`config.mk`:
```
export PLATFORM = sky130hd
export DESIGN_NAME = inst_cache_flat
export DESIGN_NICKNAME = d
export VERILOG_FILES = /design/src/rtl/inst_cache_pkg.sv /design/src/rtl/inst_cache_if.sv /design/src/rtl/inst_cache_array.sv /design/src/rtl/inst_cache.sv /design/src/flat_wrapper.sv
export SDC_FILE = /design/constraint.sdc
export NUM_CORES = 2
export LEC_CHECK = 0
export ABC_CLOCK_PERIOD_IN_PS = 5900
export CORE_ASPECT_RATIO = 1.75
export CORE_MARGIN = 1
export CORE_UTILIZATION = 52
export DETAILED_ROUTE_END_ITERATION = 8
export PLACE_DENSITY = 0.72
export RECOVER_POWER = 100
export SYNTH_ARGS = -nofsm -noshare
export SYNTH_HDL_FRONTEND = slang
export SYNTH_SLANG_ARGS = --single-unit
```
`constraint.sdc`:
```
create_clock -name clk_in -period 5.9 [get_ports clk_in]
set_input_delay 1.18 -clock clk_in [delete_from_list [all_inputs] [get_ports clk_in]]
set_output_delay 1.18 -clock clk_in [all_outputs]
set_load 0.01 [all_outputs]
```
`src/rtl/inst_cache_pkg.sv`:
```
// Shared geometry constants and FSM encoding for the direct-mapped instruction cache.
// Every other cache file imports this package.
package inst_cache_pkg;

   localparam int ICACHE_INDEX_BITS  = 4;
   localparam int ICACHE_OFFSET_BITS = 4;
   localparam int ICACHE_ADDR_WIDTH  = 32;
   localparam int ICACHE_WORDS       = 1 << (ICACHE_OFFSET_BITS - 2);
   localparam int ICACHE_TAG_BITS    = ICACHE_ADDR_WIDTH - ICACHE_INDEX_BITS - ICACHE_OFFSET_BITS;

   typedef enum logic {
      IC_IDLE = 1'b0,
      IC_FILL = 1'b1
   } ic_state_e;

   // A one-word line still needs a one-bit counter so that no vector is zero width.
   function automatic int ic_cnt_width(input int offset_bits);
      return (offset_bits > 2) ? offset_bits - 2 : 1;
   endfunction

endpackage

```
`src/rtl/inst_cache_if.sv`:
```
// Fetcher-side and memory-controller-side signals of the instruction cache.
// The cache uses the slave modport; the fetcher/controller environment uses master.
interface inst_cache_if
   import inst_cache_pkg::*;
#(
   parameter int ADDR_WIDTH = ICACHE_ADDR_WIDTH
);

   logic                  need_inst;
   logic [ADDR_WIDTH-1:0] pc_in;
   logic                  inst_ready_out;
   logic [31:0]           inst_out;
   logic                  inv_all;
   logic                  mc_req;
   logic [ADDR_WIDTH-1:0] mc_addr;
   logic                  mc_data_valid;
   logic [31:0]           mc_data;

   modport slave (
      input  need_inst, pc_in, inv_all, mc_data_valid, mc_data,
      output inst_ready_out, inst_out, mc_req, mc_addr
   );

   modport master (
      output need_inst, pc_in, inv_all, mc_data_valid, mc_data,
      input  inst_ready_out, inst_out, mc_req, mc_addr
   );

endinterface

```
`src/rtl/inst_cache_array.sv`:
```
// Valid/tag/data storage for the instruction cache: synchronous writes,
// combinational read of one word, per-line clear and invalidate-all.
module inst_cache_array
   import inst_cache_pkg::*;
#(
   parameter int INDEX_BITS = ICACHE_INDEX_BITS,
   parameter int TAG_BITS   = ICACHE_TAG_BITS,
   parameter int WORDS      = ICACHE_WORDS,
   parameter int CNT_W      = ic_cnt_width(ICACHE_OFFSET_BITS)
) (
   input  logic                  clk_in,
   input  logic                  rst_in,
   input  logic [INDEX_BITS-1:0] rd_index_i,
   input  logic [CNT_W-1:0]      rd_wsel_i,
   output logic                  rd_valid_o,
   output logic [TAG_BITS-1:0]   rd_tag_o,
   output logic [31:0]           rd_word_o,
   input  logic                  wr_en_i,
   input  logic [INDEX_BITS-1:0] wr_index_i,
   input  logic [CNT_W-1:0]      wr_wsel_i,
   input  logic [31:0]           wr_word_i,
   input  logic                  install_i,
   input  logic [TAG_BITS-1:0]   install_tag_i,
   input  logic                  clr_en_i,
   input  logic [INDEX_BITS-1:0] clr_index_i,
   input  logic                  inv_all_i
);

   localparam int LINES = 1 << INDEX_BITS;

   logic [LINES-1:0]    valid_q;
   logic [TAG_BITS-1:0] tag_q  [LINES];
   logic [31:0]         data_q [LINES][WORDS];

   assign rd_valid_o = valid_q[rd_index_i];
   assign rd_tag_o   = tag_q[rd_index_i];
   assign rd_word_o  = data_q[rd_index_i][rd_wsel_i];

   // Invalidate-all wins over an install in the same cycle so a pending fence.i
   // also kills the line that is just being completed.
   always_ff @(posedge clk_in or negedge rst_in) begin
      if (!rst_in) begin
         valid_q <= '0;
      end else if (inv_all_i) begin
         valid_q <= '0;
      end else begin
         if (clr_en_i)  valid_q[clr_index_i] <= 1'b0;
         if (install_i) valid_q[wr_index_i]  <= 1'b1;
      end
   end

   always_ff @(posedge clk_in) begin
      if (install_i) tag_q[wr_index_i] <= install_tag_i;
      if (wr_en_i)   data_q[wr_index_i][wr_wsel_i] <= wr_word_i;
   end

endmodule

```
`src/rtl/inst_cache.sv`:
```
// Direct-mapped read-only instruction cache: zero-latency hits, whole-line
// fills from the memory controller one word per beat.
module inst_cache
   import inst_cache_pkg::*;
#(
   parameter int INDEX_BITS  = ICACHE_INDEX_BITS,
   parameter int OFFSET_BITS = ICACHE_OFFSET_BITS,
   parameter int ADDR_WIDTH  = ICACHE_ADDR_WIDTH
) (
   input  logic         clk_in,
   input  logic         rst_in,
   input  logic         rdy_in,
   inst_cache_if.slave  bus
);

   localparam int WORDS   = 1 << (OFFSET_BITS - 2);
   localparam int CNT_W   = ic_cnt_width(OFFSET_BITS);
   localparam int TAG_W   = ADDR_WIDTH - INDEX_BITS - OFFSET_BITS;
   localparam int TAG_LSB = OFFSET_BITS + INDEX_BITS;
   localparam logic [CNT_W-1:0] LAST_WORD = CNT_W'(WORDS - 1);

   ic_state_e             state_q;
   logic [CNT_W-1:0]      cnt_q;
   logic                  mc_req_q;
   logic [ADDR_WIDTH-1:0] mc_addr_q;
   logic                  inv_pend_q;

   logic [INDEX_BITS-1:0] pc_index, fill_index;
   logic [TAG_W-1:0]      pc_tag, fill_tag, rd_tag;
   logic [CNT_W-1:0]      pc_wsel;
   logic                  rd_valid;
   logic [31:0]           rd_word;
   logic                  lookup, tag_hit, hit, start_fill, inv_now, beat, last_beat;

   assign pc_index   = bus.pc_in[TAG_LSB-1:OFFSET_BITS];
   assign pc_tag     = bus.pc_in[ADDR_WIDTH-1:TAG_LSB];
   assign pc_wsel    = CNT_W'(bus.pc_in[OFFSET_BITS-1:0] >> 2);
   assign fill_index = mc_addr_q[TAG_LSB-1:OFFSET_BITS];
   assign fill_tag   = mc_addr_q[ADDR_WIDTH-1:TAG_LSB];

   // Invalidate-all in IDLE takes the cycle: no hit is reported and no fill starts.
   assign lookup     = rdy_in && bus.need_inst && (state_q == IC_IDLE);
   assign tag_hit    = rd_valid && (rd_tag == pc_tag);
   assign inv_now    = rdy_in && bus.inv_all && (state_q == IC_IDLE);
   assign hit        = lookup && tag_hit && !bus.inv_all;
   assign start_fill = lookup && !tag_hit && !bus.inv_all;
   assign beat       = rdy_in && (state_q == IC_FILL) && bus.mc_data_valid;
   assign last_beat  = beat && (cnt_q == LAST_WORD);

   assign bus.inst_ready_out = hit;
   assign bus.inst_out       = hit ? rd_word : 32'h0;
   assign bus.mc_req         = mc_req_q;
   assign bus.mc_addr        = mc_addr_q;

   inst_cache_array #(
      .INDEX_BITS (INDEX_BITS),
      .TAG_BITS   (TAG_W),
      .WORDS      (WORDS),
      .CNT_W      (CNT_W)
   ) u_array (
      .clk_in        (clk_in),
      .rst_in        (rst_in),
      .rd_index_i    (pc_index),
      .rd_wsel_i     (pc_wsel),
      .rd_valid_o    (rd_valid),
      .rd_tag_o      (rd_tag),
      .rd_word_o     (rd_word),
      .wr_en_i       (beat),
      .wr_index_i    (fill_index),
      .wr_wsel_i     (cnt_q),
      .wr_word_i     (bus.mc_data),
      .install_i     (last_beat),
      .install_tag_i (fill_tag),
      .clr_en_i      (start_fill),
      .clr_index_i   (pc_index),
      .inv_all_i     (inv_now || (last_beat && (inv_pend_q || bus.inv_all)))
   );

   always_ff @(posedge clk_in or negedge rst_in) begin
      if (!rst_in) begin
         state_q    <= IC_IDLE;
         cnt_q      <= '0;
         mc_req_q   <= 1'b0;
         mc_addr_q  <= '0;
         inv_pend_q <= 1'b0;
      end else if (rdy_in) begin
         case (state_q)
            IC_IDLE: begin
               if (start_fill) begin
                  state_q   <= IC_FILL;
                  mc_req_q  <= 1'b1;
                  mc_addr_q <= {pc_tag, pc_index, {OFFSET_BITS{1'b0}}};
                  cnt_q     <= '0;
               end
            end
            IC_FILL: begin
               if (bus.inv_all) inv_pend_q <= 1'b1;
               if (beat) cnt_q <= cnt_q + 1'b1;
               if (last_beat) begin
                  state_q    <= IC_IDLE;
                  mc_req_q   <= 1'b0;
                  cnt_q      <= '0;
                  inv_pend_q <= 1'b0;
               end
            end
            default: state_q <= IC_IDLE;
         endcase
      end
   end

endmodule
```
`src/flat_wrapper.sv`:
```
// flat-port wrapper written by rule: the top's interface ports become plain ports
module inst_cache_flat import inst_cache_pkg::*;
#(
   parameter int INDEX_BITS  = ICACHE_INDEX_BITS,
   parameter int OFFSET_BITS = ICACHE_OFFSET_BITS,
   parameter int ADDR_WIDTH  = ICACHE_ADDR_WIDTH
)
  (clk_in, rst_in, rdy_in, bus_need_inst, bus_pc_in, bus_inv_all, bus_mc_data_valid, bus_mc_data, bus_inst_ready_out, bus_inst_out, bus_mc_req, bus_mc_addr);
  inst_cache_if #(.ADDR_WIDTH(ADDR_WIDTH)) bus_i ();
  input  logic clk_in;
  input  logic rst_in;
  input  logic rdy_in;
  input wire logic [$bits(bus_i.need_inst)-1:0] bus_need_inst;
  input wire logic [$bits(bus_i.pc_in)-1:0] bus_pc_in;
  input wire logic [$bits(bus_i.inv_all)-1:0] bus_inv_all;
  input wire logic [$bits(bus_i.mc_data_valid)-1:0] bus_mc_data_valid;
  input wire logic [$bits(bus_i.mc_data)-1:0] bus_mc_data;
  output wire logic [$bits(bus_i.inst_ready_out)-1:0] bus_inst_ready_out;
  output wire logic [$bits(bus_i.inst_out)-1:0] bus_inst_out;
  output wire logic [$bits(bus_i.mc_req)-1:0] bus_mc_req;
  output wire logic [$bits(bus_i.mc_addr)-1:0] bus_mc_addr;
  assign bus_i.need_inst = bus_need_inst;
  assign bus_i.pc_in = bus_pc_in;
  assign bus_i.inv_all = bus_inv_all;
  assign bus_i.mc_data_valid = bus_mc_data_valid;
  assign bus_i.mc_data = bus_mc_data;
  assign bus_inst_ready_out = bus_i.inst_ready_out;
  assign bus_inst_out = bus_i.inst_out;
  assign bus_mc_req = bus_i.mc_req;
  assign bus_mc_addr = bus_i.mc_addr;
  inst_cache #(.INDEX_BITS(INDEX_BITS), .OFFSET_BITS(OFFSET_BITS), .ADDR_WIDTH(ADDR_WIDTH)) u_core (.clk_in(clk_in), .rst_in(rst_in), .rdy_in(rdy_in), .bus(bus_i));
endmodule
```
After elaboration in Yosys (flattened, before gate mapping)

Memories as Yosys holds them, arrays and structs flattened.
Cells that the tools add are included.

Memories kept: 2
Word-level logic and storage cells: 84
Register bits: 49
Input bits: 70
Memory bits (writable): 2432
Output and inout port bits: 66

Memories:

| memory                | words | bits a word | read ports | clocked after Yosys merged registers in | write ports | RTL line               | source |
|---|---|---|---|---|---|---|---|
| u_core.u_array.data_q | 16    | 128         | 1          | 0                                       | 1           | inst_cache_array.sv:33 | `logic [31:0] data_q [LINES][WORDS];` |
| u_core.u_array.tag_q  | 16    | 24          | 1          | 0                                       | 1           | inst_cache_array.sv:32 | `logic [TAG_BITS-1:0] tag_q [LINES];` |

Magnitude comparators: 7
Reductions and logical operators: 25
Add/sub/neg operators: 1
Multiplexer cells: 32
Bitwise logic cells: 6
Equality and inequality tests: 5

Operators with widths:

| operator            | count |
|---|---|
| $mux 128            | 1 |
| $mux 32             | 4 |
| $bmux 32 s2         | 1 |
| $demux 32 s2        | 1 |
| $mux 16             | 4 |
| $eq 24x24->1        | 1 |
| $and 16x16->16      | 1 |
| $logic_and 1x1->1   | 16 |
| $not 16->16         | 1 |
| $or 16x16->16       | 1 |
| $mux 1              | 12 |
| $reduce_and 3->1    | 4 |
| $lt 4x5->1 const B  | 2 |
| $demux 1 s4         | 2 |
| $ge 4x1->1 const B  | 2 |
| $ge 3x3->1 const B  | 2 |
| $mux 2              | 3 |
| $not 2->3           | 2 |
| $bmux 1 s4          | 1 |
| $pmux 1 s2          | 2 |
| $pmux 2 s2          | 1 |
| $lt 3x1->1 const B  | 1 |
| $ne 3x3->1 const B  | 1 |
| $add 2x1->2 const B | 1 |
| 7 further kinds     | 9 |

Depth between registers and ports, before layout

Word-level depth: 11
Gate-level depth with buffers: 13
Gate-level depth less buffers: 8

Hierarchy

A second synthesis with hierarchy kept.

Cells, all modules: 4118
Area, all modules: 94861.0 um^2

By module, submodules not included:

| module           | sequential area each (um^2) | times used | cells each | area each (um^2) |
|---|---|---|---|---|
| inst_cache_array | 73430.4                     | 1          | 3944       | 92964.2 |
| inst_cache       | 825.8                       | 1          | 174        | 1896.8 |

Least setup slack after synthesis

Ideal clock, no wire load.

Path kind: input to output
From: input port bus_pc_in[5]
To: output port bus_inst_out[0]
Required time: 4.720 ns
Path slack: 0.850 ns
Stages: 10
Arrival: 3.870 ns
Buffers on the path: 6
Cell sequence: buf_6 > buf_6 > buf_6 > buf_4 > clkbuf_1 > clkbuf_1 > mux4_2 > mux4_2 > mux4_2 > nor2b_1

Word-level cells in the longest chain between the ends: 6
Elaborated cells between the ends (all ways): 12
Classes of those cells: eq/ne: 1; mux: 6; reduce/logical: 3; memory: 2

Ends and longest elaborated chain:

| item                                               | RTL line                                 | source |
|---|---|---|
| from (decl)                                        | flat_wrapper.sv:14                       | `input wire logic [$bits(bus_i.pc_in)-1:0] bus_pc_in;` |
| $mem_v2 16x24 / $bmux 1 s4 (equally long branches) | --                                       |  |
| $eq 24x24->1 / $mux 1 (equally long branches)      | inst_cache.sv:43, inst_cache_array.sv:35 |  |
| $logic_and 1x1->1                                  | inst_cache.sv:43                         | `assign tag_hit = rd_valid && (rd_tag == pc_tag);` |
| $logic_and 1x1->1 (2 in a row)                     | inst_cache.sv:45                         | `assign hit = lookup && tag_hit && !bus.inv_all;` |
| $mux 32 *                                          | inst_cache.sv:51                         | `assign bus.inst_out = hit ? rd_word : 32'h0;` |
| to (decl)                                          | flat_wrapper.sv:19                       | `output wire logic [$bits(bus_i.inst_out)-1:0] bus_inst_out;` |

Mark *: on every way between the ends. The rest lies on a longest branch, timed or not. The select of a mux whose other input is x is not followed.

Final worst setup path

From: input port bus_pc_in[5]
To: output port bus_inst_out[31]

The elaborated chain is that of the path after synthesis.

==> run_results.csv <==
group,metric,value,unit
logic_synthesis,syn_area_per_cell,24.5,sq um
timing,finalHoldViolCount,0,
die,core_area,182000,sq um
global_routing,grt_pass1_vias,44979,
pwr,clock_power_share,37.7,%
timing,fin_crit,5800,ps
cells_and_area,fillCellCount,12575,
pwr,leakagePower,33.2,nW
cts,cts-hold-fix-buffers,0,
drt,ant_nets,0,
die,die_y,569,um
global_routing,antenna_found_initial,12,
cts,clock-root-buffer,"clkbuf_16",
drt,dr.pass1.iters,7,
outcome,violations,"capacitance limit, slew limit",
logic_synthesis,seq_area_frac_synth,77.7,%
pwr,p_int,28.9,mW
logic_synthesis,dominantRegCellSynth,"edfxtp_1",
timing,fmax,0.173,GHz
pwr,seqPwrFrac,55.9,%
logic_synthesis,yosys.area.top_type_share,76.4,%
die,ioPinCount,136,
logic_synthesis,synth_area_leaders,"edfxtp_1 (76%), mux4_2 (18%), dfrtp_1 (1.3%)",
outcome,status,"finished with violations",
cts,path_clk_slew,60,ps
logic_synthesis,synth_cell_type_count,59,
setup_path,r2r_start,"u_core.state_q",
logic_synthesis,synthSimpleGateAreaFrac,1.13,%
die,fp-row-count,207,
cts,worstSkewPairLatency,850,ps
cts,cts_buffers,205,
logic_synthesis,ys.warnings.count,0,
pwr,power_density,344,nW/um^2
logic_synthesis,synth_top_family_by_area,"multiplexers",
logic_synthesis,yosys-top-cells-count,"edfxtp_1 (2432), mux4_2 (750), nor2_1 (94)",
logic_synthesis,ys_ff_latch,2481,
cells_and_area,fin_nets,4313,
global_routing,gr-total-overflow,0,
global_routing,grt_pass1_wl,315000,um
placement,io_buffers,129,
timing,worst_pin_slew,3510,ps
logic_synthesis,synth_top_cell_by_area,"edfxtp_1",
setup_path,cp_max_fo,24,
cts,cts_buffer_depth,4,
logic_synthesis,netlist_instances,3896,
logic_synthesis,synth-adder-area-share,0.0524,%
min_path,hp-start,"u_core.bus.mc_req",
drt,routedWlPerCell,32.3,um
global_routing,grt_usage,23.8,%
pwr,combPwrFrac,6.4,%
pwr,vdd_drop_max,331,uV
setup_path,end_kind,"primary output",
logic_synthesis,syn_area,95500,sq um
drt,vias_per_cell,6.37,
pwr,netSwitchingPower,7.93,mW
cells_and_area,finalNonFillerCells,6808,
die,initial_core_util,52.5,%
cells_and_area,layout-drive-gt1-share,28.1,%
job,cap_violations,100,
logic_synthesis,synthXorXnorAreaFrac,0.247,%
pwr,sw_frac_of_total,21.5,%
die,die_area,186000,sq um
drt,drt-total-wl,220000,um
cells_and_area,syn_to_final_growth,12.1,%
timing,rsz0062_at_grt,"no",
pwr,finalPower,36.8,mW
setup_path,worstSetupPathType,"input pin to primary output",
placement,gp_congestion,0.815,
cts,cts_sinks,2481,
timing,tns,0,ps
cts,htreeDepth,4,
setup_path,crit_path_start,"bus_pc_in[5]",
logic_synthesis,synth-compound-area-share,0.720,%
logic_synthesis,synth-edff-count,2432,
setup_path,worstPathArrival,4620,ps
setup_path,worst_setup_path_start_kind,"input pin",
timing,slew_violations,3839,
die,die_x,326,um
drt,vias,43396,
timing,slew_headroom,-134,%
logic_synthesis,synth_mux_area_share,18.9,%
min_path,hold_path_class,"flop to flop",
global_routing,grt_max_degree,107,
timing,period_share,98.2,%
placement,dpl.hpwl,122000,um
cts,cts_tree,"yes",
placement,dp_cells,6430,
setup_path,required,4720,ps
drt,drt_iter0_drc,4333,
drt,drc,0,
logic_synthesis,synthArstFlopShare,1.98,%
timing,setup_viol,0,
logic_synthesis,yosys.cell_count.top_type,"edfxtp_1",
timing,clock_skew,64.6,ps
metal layers:
layer / GRT usage [%] / part of all wire (%)
met1: 30.4 / 37
met2: 42.1 / 53
met3: 3.05 / 6.5
met4: 8.24 / 3.6
met5: 0 / 0.0077
kinds of logic after synthesis:
kind of cell / count (synthesis)
AO/OA/AOI/OAI: 90
XOR/XNOR: 27
adder cells (fa/ha/maj): 4
buffers and inverters: 220
flip-flops: 2481
multiplexers: 852
other: 1
AND/OR/NAND/NOR: 221
layout by cell type (no fill, tap or decap), types with 6 or more instances in the layout:
| master | instances |
|---|---|
| buf_12 | 33 |
| clkdlybuf4s50_1 | 58 |
| nor2_1 | 72 |
| clkbuf_2 | 26 |
| clkinv_2 | 39 |
| mux4_2 | 750 |
| nor3_1 | 8 |
| nand3_1 | 15 |
| nor2b_1 | 42 |
| nand2_1 | 31 |
| mux2_1 | 17 |
| a211oi_1 | 9 |
| edfxtp_1 | 2432 |
| a21oi_1 | 10 |
| buf_4 | 70 |
| clkinv_1 | 38 |
| inv_1 | 14 |
| dfrtp_1 | 49 |
| clkbuf_16 | 211 |
| mux2_4 | 9 |
| buf_6 | 6 |
| clkbuf_1 | 133 |
| clkbuf_8 | 7 |
| a311oi_1 | 9 |
| a22oi_1 | 16 |
| a22o_1 | 6 |
| dlygate4sd3_1 | 30 |
| xor2_1 | 13 |
| mux2i_1 | 71 |
| bufinv_16 | 27 |
| clkinvlp_4 | 11 |
| nor2_4 | 22 |
| xnor2_1 | 14 |
state kept, by name (all words and copies together), names as in the netlist:
register and flops:
u_core.bus.mc_req 1, u_core.bus.mc_addr 28, u_core.inv_pend_q 1, u_core.state_q 1
u_core.u_array.valid_q 16, u_core.u_array.tag_q 384, u_core.cnt_q 2, u_core.u_array.data_q 2048
cell type report:
type | instances | area, sq um | area share (%)
diodes | 2 | 5.00 | 0.00467
clock buffers | 246 | 5460 | 5.10
clock inverters | 125 | 1330 | 1.24
inverters | 14 | 52.6 | 0.0490
multi-input cells | 1198 | 20200 | 18.9
flip-flops and latches | 2481 | 74300 | 69.3
well taps | 2403 | 3010 | 2.81
repair buffers | 339 | 2800 | 2.61
power by group through the flow:
stage               Clock (mW)  Sequential (mW)  Combinational, mW
finish                    13.9             20.6               2.36
global route              14.6             20.6               2.49
CTS                       14.1             20.5               2.53
detailed placement           0             20.9               2.51
global placement             0             20.9               2.47
floorplan                    0             20.8               1.33
critical path, cell delays in order:
cell and delay [ps]:
buf_12 160, buf_12 150, buf_6 180, buf_12 120
buf_4 160, buf_4 360, mux4_2 380, mux4_2 530
mux4_2 530, nor2b_1 170, clkbuf_2 140, clkdlybuf4s50_1 480
path summary, 6_finish.rpt:
path | endpoint | slack, ps | cells past startpoint
max reg2reg | u_core.u_array.data_q[0][20] | 770 | 4
min | u_core.bus.mc_req | 480 | 1
max | bus_inst_out[31] | 100 | 12
max in group asynchronous | u_core.cnt_q[0] | 2650 | 2
min in group asynchronous | u_core.bus.mc_addr[11] | 1470 | 2
min reg2reg | u_core.bus.mc_req | 480 | 1
timing repair:
item,CTS,global route
setup endpoints to repair,27,29
setup buffers,1,3
pin swaps,1,3
cloned,0,1
resized for setup,5,9
stage by stage:
step	util [%]	cell area (sq um)	hold WS [ps]	setup WS [ps]
final	58.9	107000	479	103
after global routing	58.9	107000	513	9.84
after CTS	59.3	108000	464	7.17
after detailed placement	55.6	101000	475	-348
after global placement	55.6	101000	470	-326
after floorplan	-	95600	492	850
No activity file was read; power rests on OpenSTA's default activity.
